`src/rtl/imem_boot_pkg.sv`:
```
// imem_boot_pkg: shared types and constants for the instruction-memory boot loader.
package imem_boot_pkg;
    localparam int BYTE_W = 8;
    localparam int LEN_W = 16;
    localparam int WORD_BYTES = 4;
    typedef enum logic [2:0] {
        S_IDLE,
        S_LEN_LO,
        S_LEN_HI,
        S_DATA,
        S_CHK,
        S_DONE,
        S_ERR
    } state_t;
endpackage

```
`src/rtl/imem_word_packer.sv`:
```
// imem_word_packer: assembles little-endian bytes into words and pulses word_valid once per word.
module imem_word_packer
    import imem_boot_pkg::*;
#(
    parameter int W = 32
) (
    input  logic              clk,
    input  logic              rst,
    input  logic              clr,
    input  logic              byte_en,
    input  logic [BYTE_W-1:0] byte_data,
    output logic              last,
    output logic [W-1:0]      word,
    output logic              word_valid
);
    localparam int NB = W / BYTE_W;
    localparam int CW = (NB > 1) ? $clog2(NB) : 1;
    logic [CW-1:0]       cnt;
    logic [W-BYTE_W-1:0] asm_q;
    assign last = cnt == CW'(NB - 1);
    // word only changes on completion so it stays stable while the next word streams in
    always_ff @(posedge clk) begin
        if (rst) begin
            cnt        <= '0;
            asm_q      <= '0;
            word       <= '0;
            word_valid <= 1'b0;
        end else begin
            word_valid <= byte_en && last;
            if (clr) begin
                cnt <= '0;
            end else if (byte_en) begin
                cnt   <= last ? '0 : cnt + CW'(1);
                asm_q <= (W-BYTE_W)'({byte_data, asm_q} >> BYTE_W);
                if (last) word <= {byte_data, asm_q};
            end
        end
    end
endmodule

```
`src/rtl/imem_boot_loader.sv`:
```
// imem_boot_loader: loads a length-prefixed byte stream into instruction RAM, holding the core in reset meanwhile.
// Define IMEM_BOOT_LOADER_CHECKSUM_EN to require a trailing mod-256 checksum byte.
module imem_boot_loader
    import imem_boot_pkg::*;
#(
    parameter int           W           = 32,
    parameter int           DEPTH_WORDS = 2048,
    parameter logic [W-1:0] BASE_ADDR   = 32'h0000_0000
) (
    input  logic              clk,
    input  logic              rst,
    input  logic              start,
    input  logic              run,
    input  logic [BYTE_W-1:0] rx_data,
    input  logic              rx_valid,
    output logic              rx_ready,
    output logic              is_write,
    output logic [W-1:0]      im_addr,
    output logic [W-1:0]      im_inst,
    output logic              core_rst,
    output logic              busy,
    output logic              done,
    output logic              error,
    output logic [LEN_W-1:0]  words_written
);
`ifdef IMEM_BOOT_LOADER_CHECKSUM_EN
    localparam state_t S_FIN = S_CHK;
`else
    localparam state_t S_FIN = S_DONE;
`endif
    state_t             state, state_n;
    logic [BYTE_W-1:0]  len_lo;
    logic [LEN_W-1:0]   len_q, len_n;
    logic               acc, data_acc, word_last, word_done, load_go;
    assign acc       = rx_valid && rx_ready;
    assign data_acc  = acc && state == S_DATA;
    assign word_done = data_acc && word_last;
    assign len_n     = {rx_data, len_lo};
    assign load_go   = state_n == S_LEN_LO && state != S_LEN_LO;
    imem_word_packer #(.W(W)) u_packer (
        .clk        (clk),
        .rst        (rst),
        .clr        (state_n == S_DATA && state != S_DATA),
        .byte_en    (data_acc),
        .byte_data  (rx_data),
        .last       (word_last),
        .word       (im_inst),
        .word_valid (is_write)
    );
`ifdef IMEM_BOOT_LOADER_CHECKSUM_EN
    logic [BYTE_W-1:0] sum;
    logic              chk_ok;
    assign chk_ok = BYTE_W'(sum + rx_data) == '0;
    always_ff @(posedge clk) begin
        if (rst || load_go) sum <= '0;
        else if (data_acc) sum <= sum + rx_data;
    end
`endif
    always_comb begin
        state_n = state;
        case (state)
            S_IDLE:   state_n = start ? S_LEN_LO : run ? S_DONE : S_IDLE;
            S_LEN_LO: state_n = acc ? S_LEN_HI : S_LEN_LO;
            S_LEN_HI: if (acc) state_n = len_n == '0 ? S_FIN : int'(len_n) > DEPTH_WORDS ? S_ERR : S_DATA;
            S_DATA:   if (word_done && words_written == len_q - LEN_W'(1)) state_n = S_FIN;
`ifdef IMEM_BOOT_LOADER_CHECKSUM_EN
            S_CHK:    if (acc) state_n = chk_ok ? S_DONE : S_ERR;
`endif
            S_DONE, S_ERR: state_n = start ? S_LEN_LO : state;
            default:  state_n = S_IDLE;
        endcase
    end
    always_ff @(posedge clk) begin
        if (rst) begin
            state         <= S_IDLE;
            rx_ready      <= 1'b0;
            busy          <= 1'b0;
            core_rst      <= 1'b1;
            done          <= 1'b0;
            error         <= 1'b0;
            words_written <= '0;
            im_addr       <= BASE_ADDR;
            len_lo        <= '0;
            len_q         <= '0;
        end else begin
            state    <= state_n;
            rx_ready <= state_n inside {S_LEN_LO, S_LEN_HI, S_DATA, S_CHK};
            busy     <= state_n inside {S_LEN_LO, S_LEN_HI, S_DATA, S_CHK};
            core_rst <= state_n != S_DONE;
            done     <= state_n == S_DONE;
            error    <= state_n == S_ERR;
            if (acc && state == S_LEN_LO) len_lo <= rx_data;
            if (acc && state == S_LEN_HI) len_q <= len_n;
            if (load_go) begin
                words_written <= '0;
                im_addr       <= BASE_ADDR;
            end else if (word_done) begin
                words_written <= words_written + LEN_W'(1);
                im_addr       <= BASE_ADDR + W'(words_written) * W'(WORD_BYTES);
            end
        end
    end
endmodule
```
`config.mk`:
```
export PLATFORM = sky130hd
export DESIGN_NAME = imem_boot_loader
export DESIGN_NICKNAME = d
export VERILOG_FILES = /design/src/rtl/imem_boot_pkg.sv /design/src/rtl/imem_word_packer.sv /design/src/rtl/imem_boot_loader.sv
export SDC_FILE = /design/constraint.sdc
export NUM_CORES = 1
export LEC_CHECK = 0
export ABC_AREA = 1
export CORE_MARGIN = 8
export CORE_UTILIZATION = 50
export CTS_BUF_LIST = sky130_fd_sc_hd__clkbuf_2
export CTS_CLUSTER_DIAMETER = 100
export CTS_CLUSTER_SIZE = 28
export DETAILED_ROUTE_END_ITERATION = 6
export PLACE_DENSITY = 0.79
export SETUP_SLACK_MARGIN = 0.4
export SLEW_MARGIN = 20
export SYNTH_ARGS = -nofsm -noshare
export SYNTH_HDL_FRONTEND = slang
export SYNTH_HIERARCHICAL = 1
export SYNTH_SLANG_ARGS = --single-unit
```
`constraint.sdc`:
```
create_clock -name clk -period 2.3 [get_ports clk]
set_input_delay 0.46 -clock clk [delete_from_list [all_inputs] [get_ports clk]]
set_output_delay 0.46 -clock clk [all_outputs]
set_load 0.005 [all_outputs]
```
==> impl_metrics.toml <==
[timing]
clock_skew_ps = 56.2
finalCritPeriodShare_pct = 106
finalMaxSlewViolations = 0
period_minus_slack_ps = 2440
grt_setup_unrepaired = "yes"
setup_viol = 85
max_freq_mhz = 410
setup_slack_ps = -138
hold_viol = 0

[power_and_ir_drop]
swShare_pct = 29.3
power_density_mw_per_mm2 = 502
clkPwrFrac_pct = 35.6
ir_worst_vdd_uv = 696
total_power_mw = 4.26
internal_power_mw = 3.01
p_leak_nw = 4.67
p_sw_mw = 1.25
combPwrFrac_pct = 14.0
power_frac_seq_pct = 50.3

[finish]
final_cell_mix = "nand2_1, nor2_1, inv_1"
layout_commonest_cell = "nand2_1"
antenna_cells = 0
final_nets = 1013
drive_gt1_share_pct = 33.4
syn_to_final_growth_pct = 43.9
utilization_pct = 74.0

[global_route]
overflow = 0
grt_max_degree = 34
grt_pass1_wl_um = 25500
antenna_found_initial = 0
grt_use_total_pct = 19.6
grt_pass1_vias = 5360

[drt]
wl_met3_um = 1310
drtPass1Iterations = 5
vias_per_cell = 5.12
routed.top_layer = "met4"
drcViolationCount = 0
routedWlPerCell_um = 15.6
ant_nets = 0
wl_met2_um = 9370
wl_um = 18000
drtIter0Drc = 511
met1_length_um = 7030
routed-via-count = 5896

[setup_path]
critical_path_class = "reg2reg"
crit_buf_inv = 4
slowest_delay_ps = 370
critPathLaunchType = "flip-flop"
endpoint_kind = "flip-flop"
slowest_stage = "dfxtp_1"
cpMostUsedCell = "nor2_1"
path_delay_family = "simple AND/OR/NAND/NOR gates"
crit_chain = "nor2_1 -> nand2_2 -> buf_4 -> o21ai_0 -> nand3_1 -> nand2_1 -> nor2_2 -> nand3_2 -> o21bai_4 -> nand2_2 -> inv_2 -> nor2_4 -> buf_4 -> nor2_4 -> clkbuf_16 -> nor2_1 -> nor2_1"
required_ps = 2920
cp_max_fo = 12
cp.arrival_ps = 3060

[clock_tree]
clk_pin_slew_ps = 220
cts_tree = "done"
worstSkewPairLatency_ps = 710
cts_buffers = 17
cts-htree-levels = 4
clock-root-buffer = "clkbuf_2"
cts_num_sinks = 122
cts_max_path_buffers = 2

[yosys]
synth_cells = 815
synth_area_leaders = "dfxtp_1, nand2_1, nor2_1"
synth-seq-area-share_pct = 41.4
yosys.area.top_type_share_pct = 41.4
ys_types = 41
ys_ff_latch = 122
syn-cell-area_mm2 = 0.00590
avgSynthCellArea_um2 = 7.24
synth_top_area_cell = "dfxtp_1"
ys_warn_count = 6

[placed_design]
gp_congestion = 0.863
io_buffers = 82
dpl.hpwl_um = 10700
dp_slack_ps = -454

[status]
status = "complete, but fails checks"
violations = "setup timing"

[die]
io_pins = 99
die_w_um = 125
die_area_mm2 = 0.0155
die_h_um = 125
core_area_mm2 = 0.0115
initial_utilization_pct = 51.4
rows = 39

[flow_run]
cap_violations = 0

[hold_path]
hp-class = "reg2reg"
worst paths after layout:
check,slack [ps],depth (start not counted),to,start
worst max-delay path,-140,17,u_packer/asm_q[15],len_q[2]
worst min-delay path,480,2,u_packer/asm_q[4],u_packer/asm_q[4]
worst max register to register,-140,17,u_packer/asm_q[15],len_q[2]
worst min register to register,480,2,u_packer/asm_q[4],u_packer/asm_q[4]
registers in the layout (all words and copies together), names as in the netlist, 2 cells and up:
register,flops
im_addr,16
u_packer/word,32
words_written,16
u_packer/cnt,2
len_q,16
state,3
len_lo,8
u_packer/asm_q,24
cell usage after synthesis (all sizes together):
cell    instances
a21oi          64
a311oi          1
buf            35
clkbuf         11
clkinv          1
conb            1
dfxtp         122
ha              4
inv            99
mux2i           2
nand2         178
nand3          29
nand3b          3
nand4           7
nor2          153
nor3           10
nor4            3
o21ai          64
o21bai          1
or2             2
xnor2           4
xor2           21
cell type report:
type / instances / area (um^2)
Tap cell: 143 / 179
Clock inverter: 13 / 169
Inverter: 100 / 375
Fill cell: 765 / 2980
Sequential cell: 122 / 2550
Multi-Input combinational cell: 562 / 3110
Timing Repair Buffer: 193 / 2010
Clock buffer: 19 / 95.1
logic make-up (layout without fill, tap and decap cells):
group	count (synthesis)	after routing	synth area share, %
mux	2	2	0.339
buf+inv	146	325	12.0
other cells	1	16	0.0636
xor+xnor	25	25	3.71
fa+ha+maj	4	4	0.849
flops	122	122	41.4
simple gates	385	385	28.3
compound gates	130	130	13.4
power groups by stage:
stage               sequential, mW  clock (mW)  combinational [mW]
CTS                           2.15        1.51               0.504
detailed placement            2.20           0               0.477
finish                        2.14        1.52               0.597
floorplan                     2.20           0               0.333
global route                  2.15        1.63               0.634
global placement              2.20           0               0.467
worst register-to-register path, cell delays in order (launching register included):
cell and delay (ps):
dfxtp_1 370, nor2_1 180, nand2_2 110, buf_4 160, o21ai_0 160, nand3_1 90
nand2_1 90, nor2_2 50, nand3_2 110, o21bai_4 90, nand2_2 90, inv_2 60
nor2_4 160, buf_4 150, nor2_4 40, clkbuf_16 170, nor2_1 240, nor2_1 100
through the flow:
stage / setup TNS, ps / std cells / instance area (um^2) / hold WS (ps)
2_1_floorplan: 0 / 830 / 6060 / 440
3_3_place_gp: -27650 / 1076 / 7280 / 453
3_5_place_dp: -33320 / 1076 / 7280 / 454
4_1_cts: 0 / 1128 / 7870 / 467
5_1_grt: -19960 / 1152 / 8490 / 419
6_report: -4560 / 1152 / 8490 / 480
routing by layer:
layer	up-vias	GRT usage, %
met3	25	6.55
li1	2885	-
met2	230	33.5
met1	2756	22.8
met5	-	0
met4	0	5.17
timing repair:
item	CTS	global route
pin swaps	11	21
setup buffers	17	20
resized for setup	78	166
cloned	3	4
hold buffers	0	0
endpoints found under the setup margin	166	157
Power figures use the tool's default switching activity.
